<file path="src/rtl/miriscv_lsu.sv">
// Load/store unit: validates a core load/store, drives one data-memory access,
// then returns the sign/zero-extended load result while stalling the core.
module miriscv_lsu #(
  parameter int unsigned MEM_WAIT = 0
) (
  input  logic        clk_i,
  input  logic        rst_n_i,
  input  logic        lsu_req_i,
  input  logic        lsu_we_i,
  input  logic [2:0]  lsu_size_i,
  input  logic [31:0] lsu_addr_i,
  input  logic [31:0] lsu_data_i,
  output logic [31:0] lsu_data_o,
  output logic        lsu_stall_req_o,
  output logic        lsu_err_o,
  output logic        data_req_o,
  output logic        data_we_o,
  output logic [3:0]  data_be_o,
  output logic [31:0] data_addr_o,
  output logic [31:0] data_wdata_o,
  input  logic [31:0] data_rdata_i
);

  localparam logic [3:0] WAIT_INIT = 4'(MEM_WAIT);

  typedef enum logic [1:0] {S_IDLE, S_ACCESS, S_DONE} state_t;

  state_t      r_state;
  logic [3:0]  r_cnt;
  logic        r_we;
  logic [2:0]  r_size;
  logic [3:0]  r_be;
  logic [31:0] r_addr;
  logic [31:0] r_wdata;
  logic [31:0] r_rdata;

  logic        w_illegal;
  logic        w_start;
  logic        w_access;

  function automatic logic is_illegal(input logic we, input logic [2:0] size,
                                      input logic [1:0] off);
    logic bad;
    case (size)
      3'b000, 3'b100: bad = 1'b0;
      3'b001, 3'b101: bad = off[0];
      3'b010:         bad = (off != 2'b00);
      default:        bad = 1'b1;
    endcase
    // Unsigned variants only exist for loads.
    return bad | (we & size[2]);
  endfunction

  function automatic logic [3:0] calc_be(input logic [2:0] size, input logic [1:0] off);
    case (size[1:0])
      2'b00:   return 4'b0001 << off;
      2'b01:   return 4'b0011 << {off[1], 1'b0};
      default: return 4'b1111;
    endcase
  endfunction

  function automatic logic [31:0] replicate(input logic [2:0] size, input logic [31:0] d);
    case (size[1:0])
      2'b00:   return {4{d[7:0]}};
      2'b01:   return {2{d[15:0]}};
      default: return d;
    endcase
  endfunction

  function automatic logic [31:0] load_extend(input logic [2:0] size, input logic [1:0] off,
                                              input logic [31:0] rdata);
    logic signed [31:0] lane;
    lane = rdata >> {off, 3'b000};
    case (size)
      3'b000:  return {{24{lane[7]}}, lane[7:0]};
      3'b001:  return {{16{lane[15]}}, lane[15:0]};
      3'b100:  return {24'd0, lane[7:0]};
      3'b101:  return {16'd0, lane[15:0]};
      default: return lane;
    endcase
  endfunction

  assign w_illegal = is_illegal(lsu_we_i, lsu_size_i, lsu_addr_i[1:0]);
  assign w_start   = (r_state == S_IDLE) && lsu_req_i && !w_illegal;
  assign w_access  = (r_state == S_ACCESS);

  // Stall asserts in the request cycle itself so the core holds the instruction.
  assign lsu_stall_req_o = w_start || w_access;
  assign lsu_err_o       = (r_state == S_IDLE) && lsu_req_i && w_illegal;
  assign data_req_o      = w_access;
  assign data_we_o       = w_access && r_we;
  assign data_be_o       = w_access ? r_be : 4'b0000;
  assign data_addr_o     = {r_addr[31:2], 2'b00};
  assign data_wdata_o    = r_wdata;
  assign lsu_data_o      = r_rdata;

  always_ff @(posedge clk_i) begin
    if (!rst_n_i) begin
      r_state <= S_IDLE;
      r_cnt   <= 4'd0;
      r_we    <= 1'b0;
      r_size  <= 3'd0;
      r_be    <= 4'd0;
      r_addr  <= 32'd0;
      r_wdata <= 32'd0;
      r_rdata <= 32'd0;
    end else begin
      case (r_state)
        S_IDLE: begin
          if (w_start) begin
            r_we    <= lsu_we_i;
            r_size  <= lsu_size_i;
            r_be    <= calc_be(lsu_size_i, lsu_addr_i[1:0]);
            r_addr  <= lsu_addr_i;
            r_wdata <= replicate(lsu_size_i, lsu_data_i);
            r_cnt   <= WAIT_INIT;
            r_state <= S_ACCESS;
          end
        end
        S_ACCESS: begin
          if (r_cnt != 4'd0) begin
            r_cnt <= r_cnt - 4'd1;
          end else begin
            if (!r_we) r_rdata <= load_extend(r_size, r_addr[1:0], data_rdata_i);
            r_state <= S_DONE;
          end
        end
        S_DONE:  r_state <= S_IDLE;
        default: r_state <= S_IDLE;
      endcase
    end
  end

endmodule

</file>
<file path="config.mk">
export PLATFORM = sky130hd
export DESIGN_NAME = miriscv_lsu
export DESIGN_NICKNAME = d
export VERILOG_FILES = /design/src/rtl/miriscv_lsu.sv
export SDC_FILE = /design/constraint.sdc
export NUM_CORES = 1
export LEC_CHECK = 0
export CORE_AREA = 5 5 100 102
export CTS_BUF_LIST = sky130_fd_sc_hd__clkbuf_8
export CTS_CLUSTER_DIAMETER = 120
export CTS_CLUSTER_SIZE = 10
export DETAILED_ROUTE_END_ITERATION = 16
export DIE_AREA = 0 0 105 107
export DONT_BUFFER_PORTS = 1
export HOLD_SLACK_MARGIN = 0.05
export MAX_ROUTING_LAYER = met4
export PLACE_DENSITY = 0.76
export SETUP_SLACK_MARGIN = 0.1
export SYNTH_ARGS = -nofsm -noshare
export SYNTH_HDL_FRONTEND = slang
export SYNTH_SLANG_ARGS = --single-unit
</file>
<file path="constraint.sdc">
create_clock -name clk_i -period 2 [get_ports clk_i]
set_input_delay 0.1 -clock clk_i [delete_from_list [all_inputs] [get_ports clk_i]]
set_output_delay 0.1 -clock clk_i [all_outputs]
set_load 0.02 [all_outputs]
</file>
==> results.md, run 1 <==
- The flow ran to the end, and the final reports show no timing, DRC or antenna violations.
- The row count is 35.
- The global-route track usage on met2 is 44.9%.
- The global router's overall resource usage is 27.3%.
- The final worst-path cycle share is 94.5%.
- In the final layout, the share of cells above drive strength 1 is 8.85%.
- The total DRC errors in the routed layout is 0.
- The cell at the root of the clock tree is sky130_fd_sc_hd__clkbuf_8.
- After detailed routing, the average wire length per cell comes to 20.2 um.
- The startpoint identified for the worst hold timing path is lsu_size_i[0].
- Summing every instance area after synthesis gives 0.00513 mm^2.
- The post-placement setup slack is 0.0627 ns.
- The clock-pin slew reported for the worst setup and hold paths after clock tree synthesis is 0.11 ns.
- The total grt overflow is 0.
- The met1 capacity usage during global routing is 32.1%.
- The sequential area share after synthesis is 42.9%.
- The H-tree was split into 3 levels.
- After floorplanning, the core was sized to cover 0.00902 mm^2.
- In the post-route analysis, the smallest setup slack over all paths is 0.111 ns.
- The max-slew violation total from the final report is 0.
- At the end of routability-driven placement, the weighted congestion stood at 0.886.
- After technology mapping, the gate count stands at 641.
- Compared with the post-synthesis result, the final layout area differs by 20.3%.
- The number of antenna violations at the first check in global routing is 0.
- The total negative slack is 0 ns.
- Across the run, the number of max-cap violations was 0.
- The min-delay analysis places its worst path in the category input port to register.
- Entering global routing, the biggest net connects 79 pins.
- After the first detailed-routing iteration, the DRC count stood at 410.
- In this run, synthesis produced a sequential element count of 110.
- Fill cells in the final layout number 679.
- The count of antenna-violating nets left after detailed routing is 0.
- The worst setup path is launched from a register.
- The via count of the first global-routing pass is 4,661.
- The met3 track utilization from global routing is 7.41%.
- The mean instance size in the synthesized netlist is 8.00 um^2.
- The HPWL after detailed placement is 9630 um.
- The endpoint type of the worst setup path is a register.
- The netlist uses 43 different library cells.
- In this run, synthesis inferred 0 flip-flops with an integrated enable.
- The final period demand of the worst path is 1.89 ns.
- The first detailed-routing pass took 5 iterations.
- The wire length of the first global-routing pass is 24,300 um.
- The fraction of synthesis flops using an asynchronous set or reset pin is 0%.
- The net count reported at finish is 777.
- VDD sags by at most 0.423 mV.
- The actual slew at the worst max-slew pin is 1.05 ns.
- In this run, CTS created clock tree buffers numbering 9.
- The CTS sink count is 110.
- The kind of critical path is register to register.
- The number of failing hold endpoints at the final stage is 0.
- TritonCTS built the clock tree.
- The global routing stage identified its most utilized layer as met2.
- The chip width is 105 um.
- The timing-limited maximum frequency is 529 MHz.
- The total inserted antenna cells is 0.
- For the worst-skew pair, the clock arrives at the later sink with an insertion delay of 0.37 ns.
- The critical path arrival is 2.15 ns.
- The peak fanout along the critical path is 8.
- The total vias in the final route is 4,794.
- After detailed routing, the total wire length is 15,900 um.
- Using the TritonRoute via totals, the vias-per-cell ratio works out to 6.08.
- The maximum buffer depth of the clock tree is 2.
- The worst endpoint required time is 2.26 ns.
- The yosys synthesis warning count is 0.
- On the final layout, the worst clock skew is 0.0149 ns.
- For this design the static power due to leakage is 2.28 nW.
- The launch instance of the worst register-to-register path is r_cnt[0].
- The number of buffers inserted by port buffering is 0.
- Pin placement for this block handled 207 I/O pins.
- The power density over cell area is 762 mW/mm^2.
- The height of the die is 107 um.
- The prevailing post-synth register cell is sky130_fd_sc_hd__dfxtp_1.
- The worst setup path startpoint is r_cnt[0].
- Setup repair after global routing could not meet its margin everywhere.
- The die covers 0.0112 mm^2.
- The remaining max-slew budget at the tightest pin is 30.2%.
- The initial core utilization is 56.9%.
- The total of endpoints with negative setup slack in the final report is 0.
Yosys cell counts, types with 2 or more instances:
cell type,n,area share (%)
sky130_fd_sc_hd__mux2i_1,33,6.4
sky130_fd_sc_hd__a31oi_1,2,0.24
sky130_fd_sc_hd__inv_1,6,0.44
sky130_fd_sc_hd__a21oi_1,74,7.2
sky130_fd_sc_hd__nor2_1,26,1.9
sky130_fd_sc_hd__a211oi_1,10,1.5
sky130_fd_sc_hd__clkbuf_1,27,2.0
sky130_fd_sc_hd__a22oi_1,17,2.5
sky130_fd_sc_hd__buf_2,15,1.5
sky130_fd_sc_hd__nand3_1,2,0.20
sky130_fd_sc_hd__nand2b_1,5,0.61
sky130_fd_sc_hd__or3_1,3,0.37
sky130_fd_sc_hd__buf_6,2,0.44
sky130_fd_sc_hd__buf_1,5,0.37
sky130_fd_sc_hd__dfxtp_1,110,43
sky130_fd_sc_hd__a311oi_1,11,1.9
sky130_fd_sc_hd__nand2_1,181,13
sky130_fd_sc_hd__nor2b_1,4,0.49
sky130_fd_sc_hd__o211ai_1,7,1.0
sky130_fd_sc_hd__mux2_2,9,2.0
sky130_fd_sc_hd__buf_4,34,5.0
sky130_fd_sc_hd__o2bb2ai_1,7,1.2
sky130_fd_sc_hd__o21ai_0,26,2.5
sky130_fd_sc_hd__nor3_1,2,0.20
sky130_fd_sc_hd__and2_1,5,0.61
worst max-delay path, stage by stage (launching register included):
cell	delay, ns
sky130_fd_sc_hd__dfxtp_2	0.35
sky130_fd_sc_hd__inv_2	0.06
sky130_fd_sc_hd__ha_4	0.12
sky130_fd_sc_hd__or3b_4	0.37
sky130_fd_sc_hd__or3_4	0.37
sky130_fd_sc_hd__a31oi_4	0.23
sky130_fd_sc_hd__clkbuf_16	0.20
sky130_fd_sc_hd__a22oi_1	0.08
cell families after synthesis:
group                      share of synthesized area (%)
DFF                                                 42.9
other                                             0.0731
muxes                                               8.85
AOI/OAI and AO/OA                                   19.5
adders and majority gates                          0.244
buffers and inverters                               9.73
and+or+nand+nor                                     18.7
metal layers:
layer | part of all wire (%) | up-vias
met5 | 0 | -
met4 | 2.7 | 0
met3 | 10 | 39
met2 | 49 | 293
met1 | 38 | 2249
li1 | - | 2213
timing repair:
item	4_1_cts	5_1_grt
gates resized for setup	3	2
hold endpoints to repair	106	1
pin swaps	0	0
hold buffers	85	1
setup endpoints to repair	19	48
setup buffers	0	2
cloned	0	2
metrics by stage:
step	power (W)	hold slack, ns	cells	area, um^2	util, %
after floorplan	0.00295	0.236	642	5150	-
after global placement	0.00299	0.238	683	5000	55.4
after detailed placement	0.00301	0.243	683	5000	55.4
after CTS	0.00468	0.0513	784	6110	67.7
after global routing	0.00488	0.0752	789	6170	68.4
final	0.00470	0.0644	789	6170	68.4
final cells by class:
class / count / area (um^2) / area share (%)
Inverter: 7 / 26.3 / 0.426
Clock inverter: 5 / 81.3 / 1.32
Sequential cell: 110 / 2200 / 35.7
Tap cell: 111 / 139 / 2.25
Clock buffer: 11 / 151 / 2.45
Multi-Input combinational cell: 443 / 2490 / 40.3
Timing Repair Buffer: 102 / 1090 / 17.6
power by group:
group	internal [W]	total, W	switching [W]
clock	0.000775	0.00154	0.000765
combinational	0.000306	0.000660	0.000354
sequential	0.00230	0.00250	0.000204
final timing paths:
kind,slack [ns],end,depth (start not counted)
max,0.11,lsu_data_o[30],7
min,0.06,r_be[2],3
max reg2reg,0.11,lsu_data_o[30],7
min reg2reg,0.48,r_cnt[0],1
cell usage in the layout (no fill, tap or decap), types with 2 or more instances in the layout:
cell type	Yosys	routed
sky130_fd_sc_hd__nand2_1	181	180
sky130_fd_sc_hd__dfxtp_1	110	109
sky130_fd_sc_hd__dlygate4sd3_1	0	84
sky130_fd_sc_hd__a21oi_1	74	73
sky130_fd_sc_hd__mux2i_1	33	33
sky130_fd_sc_hd__nor2_1	26	26
sky130_fd_sc_hd__o21ai_0	26	26
sky130_fd_sc_hd__a22oi_1	17	17
sky130_fd_sc_hd__a311oi_1	11	11
sky130_fd_sc_hd__clkbuf_8	0	11
sky130_fd_sc_hd__a211oi_1	10	10
sky130_fd_sc_hd__mux2_2	9	9
sky130_fd_sc_hd__buf_4	34	9
sky130_fd_sc_hd__o2bb2ai_1	7	7
sky130_fd_sc_hd__o211ai_1	7	7
sky130_fd_sc_hd__buf_12	0	7
sky130_fd_sc_hd__nand2b_1	5	5
sky130_fd_sc_hd__and2_1	5	5
sky130_fd_sc_hd__nor2b_1	4	4
sky130_fd_sc_hd__inv_2	0	3
sky130_fd_sc_hd__inv_1	6	3
sky130_fd_sc_hd__or3_4	0	2
sky130_fd_sc_hd__nor3_1	2	2
sky130_fd_sc_hd__a31oi_1	2	2
sky130_fd_sc_hd__nand3_1	2	2
sky130_fd_sc_hd__conb_1	1	2
sky130_fd_sc_hd__bufinv_16	0	2
sequential cells by signal, summed over array words and instances (netlist names):
| name | cells |
|---|---|
| r_addr | 32 |
| r_we | 1 |
| lsu_data_o | 32 |
| r_be | 4 |
| data_wdata_o | 32 |
| r_cnt | 4 |
| r_size | 3 |
| r_state | 2 |
(Power assumes the default switching activity.)
==> run 2: changes to the inputs <==
==> constraint.sdc (replaced) <==
create_clock -name clk_i -period 2 [get_ports clk_i]
set_input_delay 0 -clock clk_i [delete_from_list [all_inputs] [get_ports clk_i]]
set_output_delay 0 -clock clk_i [all_outputs]
set_load 0.02 [all_outputs]
==> results.md, run 2 (synthesis gave the netlist of run 1 again) <==
- The number of post-CTS setup repair buffers is 0 (unchanged).
- The launch instance of the worst register-to-register path is r_cnt[0].
- The final worst-path cycle share is 95.2% (+0.72 points).
- The peak fanout along the critical path is 17 (+9).
- The CTS sink count was 110 (unchanged).
- The total grt overflow is 0 (unchanged).
- The final worst clock skew is 0.0134 ns (-0.00157 ns).
- The number of cells after detailed placement is 684 (+0.15%).
- The master of the slowest instance on the critical path is sky130_fd_sc_hd__or3b_4.
- The total placed instance area is 0.00499 mm^2 (-0.10%).
- The remaining max-slew budget at the tightest pin is 32.3% (+2.1 points).
- The count of fill cells added during filler insertion came to 684 (+0.74%).
- The endpoint type of the worst setup path is a register.
- The signal on the critical path passes through inv_2 > ha_4 > or3b_4 > or3_4 > a31oi_4 > buf_12 > a22oi_1.
- TritonCTS built the clock tree.
- The cell at the root of the clock tree is sky130_fd_sc_hd__clkbuf_8.
- The final weighted congestion in routability-driven placement is 0.890 (+0.39%).
- The height of the die came to 107 um (unchanged).
- The initial core utilization came to 56.9% (unchanged).
- The total negative slack is 0 ns (unchanged).
- The clock latency reported for the late side of the worst-skew pair is 0.36 ns (about the same).
- Setup repair after global routing could not meet its margin everywhere.
- The count of antenna-violating nets left after detailed routing is 0 (unchanged).
- The number of max-cap violations is 0 (unchanged).
- The chip width was 105 um (unchanged).
- The I/O pin count is 207 (unchanged).
- The total vias in the final route is 4,840 (+0.96%).
- The HPWL after detailed placement is 9610 um (-0.19%).
- The vias per cell is 6.00 (-1.3%).
- The endpoint of the lowest-slack register-to-register path is lsu_data_o[26].
- The critical path's top delay family is simple AND/OR/NAND/NOR gates.
- The maximum level of the CTS H-tree is 3 (unchanged).
- The post-detailed-route wirelength per cell is 19.8 um (-1.7%).
- The wire length of the first global-routing pass is 25,200 um (+3.7%).
- The total length of routed met2 wires was 7810 um (+0.13%).
- The routed wire length on met3 was 1800 um (+10%).
- The path class of the tightest hold or removal check is input port to register.
- The buffer and inverter count on the worst path was 2 (unchanged).
- The met1 wire length is 5920 um (-1.9%).
- The standard cell core area is 0.00902 mm^2 (unchanged).
- The uppermost signal routing layer after detailed routing is met4.
- The net switching power of the design was 0.00132 W (about the same).
- The share of layout cells above drive strength 1 is 8.20% (-0.65 points).
- The maximum vdd drop was 0.391 mV (-7.3%).
- The startpoint identified for the worst hold timing path is data_rdata_i[31].
- The flow ran to the end, and the final reports show no timing, DRC or antenna violations.
- The type of element launching the critical path is a register.
- The number of failing hold endpoints at the final stage came to 0 (unchanged).
- The via count of the first global-routing pass is 4,768 (+2.3%).
- The final period demand of the worst path is 1.90 ns (+0.0144 ns).
- The share of total power in sequential cells is 55.3% (+2.1 points).
- The critical path arrival was 2.15 ns (about the same).
- The depth of the most critical reg-to-reg path is 7 (unchanged).
- The global router's overall resource usage is 28.2% (+0.83 points).
- The leakage power came to 2.33 nW (+2.3%).
- Leaving out fill and tap cells, the most frequent cells in the layout are 181 x sky130_fd_sc_hd__nand2_1, 108 x sky130_fd_sc_hd__dfxtp_1, 104 x sky130_fd_sc_hd__dlygate4sd3_1.
- The maximum buffer depth of the clock tree came to 2 (unchanged).
- The pin count of the biggest net entering global routing came to 79 (unchanged).
- The power density over cell area was 718 mW/mm^2 (-5.8%).
- The number of cells on the worst hold path is 3 (unchanged).
- The iteration-0 DRC count of the detailed router came to 340 (-17%).
- Relative to the synthesized area, the layout overhead comes to 23.0%.
- The total DRC errors in the routed layout is 0 (unchanged).
- The kind of critical path is register to register.
- The library cell used most frequently in the layout, excluding fill and tap cells, is sky130_fd_sc_hd__nand2_1.
- The total detailed-routing wirelength came to 16,000 um (+0.53%).
- The net count reported at finish is 795 (+2.3%).
- The part of the power in combinational logic is 15.7% (+1.7 points).
- The number of buffers created by CTS is 9 (unchanged).
- The internal power component came to 0.00321 W (-5.2%).
- The number of buffers inserted by port buffering is 0 (unchanged).
- The area of the die is 0.0112 mm^2 (unchanged).
- The total of endpoints with negative setup slack in the final report is 0 (unchanged).
- The slack of the worst reg-to-reg path was 0.1 ns (about the same).
- The row count is 35 (unchanged).
- The actual slew at the worst max-slew pin came to 1.02 ns (-0.0309 ns).
- The number of antenna violations at the first check in global routing is 1 (+1).
- The first-pass iteration count of the detailed router is 5 (unchanged).
- The destination of the worst hold path is lsu_data_o[15].
- The area of all placed cells without fillers is 0.00631 mm^2 (+2.2%).
- The max-slew violation total from the final report is 0 (unchanged).
- The worst endpoint required time is 2.24 ns (-0.02 ns).
- The timing-limited maximum frequency is 525 MHz (-0.75%).
- The final non-filler cell total came to 807 (+2.3%).
- The switching power share of the total is 29.2% (+1.1 points).
- The clock-pin slew reported for the worst setup and hold paths after clock tree synthesis is 0.10 ns (about the same).
- The power share of the clock group is 29.0% (-3.7 points).
- The peak per-stage delay on the critical path came to 0.40 ns (+0.03 ns).
[run 2: how the worst max path moves through the flow]
stage          startpoint        endpoint  slack [ns]  cells past startpoint
2_1_floorplan    r_cnt[0]  lsu_data_o[21]        0.07                      8
3_3_place_gp     r_cnt[0]  lsu_data_o[30]        0.08                      7
3_5_place_dp     r_cnt[0]  lsu_data_o[30]        0.04                      7
4_1_cts          r_cnt[0]  lsu_data_o[15]        0.12                      7
5_1_grt          r_cnt[1]  lsu_data_o[26]        0.04                      7
6_report         r_cnt[0]  lsu_data_o[26]         0.1                      7
[run 2: worst min-delay path, cell delays in order]
cell and delay [ns]:
sky130_fd_sc_hd__mux2_2 0.12, sky130_fd_sc_hd__o21ai_0 0.06, sky130_fd_sc_hd__a22oi_1 0.18
[run 2: area by class of cell]
class | count | area (um^2) | area share (%)
Timing Repair Buffer | 121 | 1270 | 20.1
Tap cell | 111 | 139 | 2.20
Inverter | 7 | 26.3 | 0.416
Multi-Input combinational cell | 442 | 2480 | 39.3
Clock inverter | 6 | 63.8 | 1.01
Clock buffer | 9 | 124 | 1.96
Sequential cell | 110 | 2210 | 35.0
Antenna cell | 1 | 2.50 | 0.0397
[run 2: timing repair]
action,CTS,global route
gates cloned,0,1
endpoints found under the setup margin,18,41
hold buffers,106,0
endpoints found under the hold margin,106,0
gates resized for setup,2,5
[run 2: per-layer routing]
layer	vias up	global-route usage, %
met3	43	8.25
met2	313	45.8
met5	-	-
met4	0	10.4
met1	2229	33.2
li1	2255	-
[run 2: power by group through the flow]
stage                     clock network (W)  logic (W)  registers (W)
after global placement                    0   0.000438        0.00255
final                               0.00132   0.000711        0.00250
after global routing                0.00143   0.000775        0.00251
after CTS                           0.00134   0.000670        0.00250
after floorplan                           0   0.000465        0.00248
after detailed placement                  0   0.000453        0.00255
[run 2: through the flow]
stage / hold WS (ns) / setup WS [ns] / power [W] / utilization, %
5_1_grt: 0.0745 / 0.0357 / 0.00472 / 69.9
6_report: 0.0495 / 0.0963 / 0.00453 / 69.9
3_3_place_gp: 0.137 / 0.0819 / 0.00299 / 55.4
4_1_cts: 0.0503 / 0.123 / 0.00451 / 69.4
2_1_floorplan: 0.136 / 0.0722 / 0.00295 / -
3_5_place_dp: 0.143 / 0.0395 / 0.00301 / 55.4
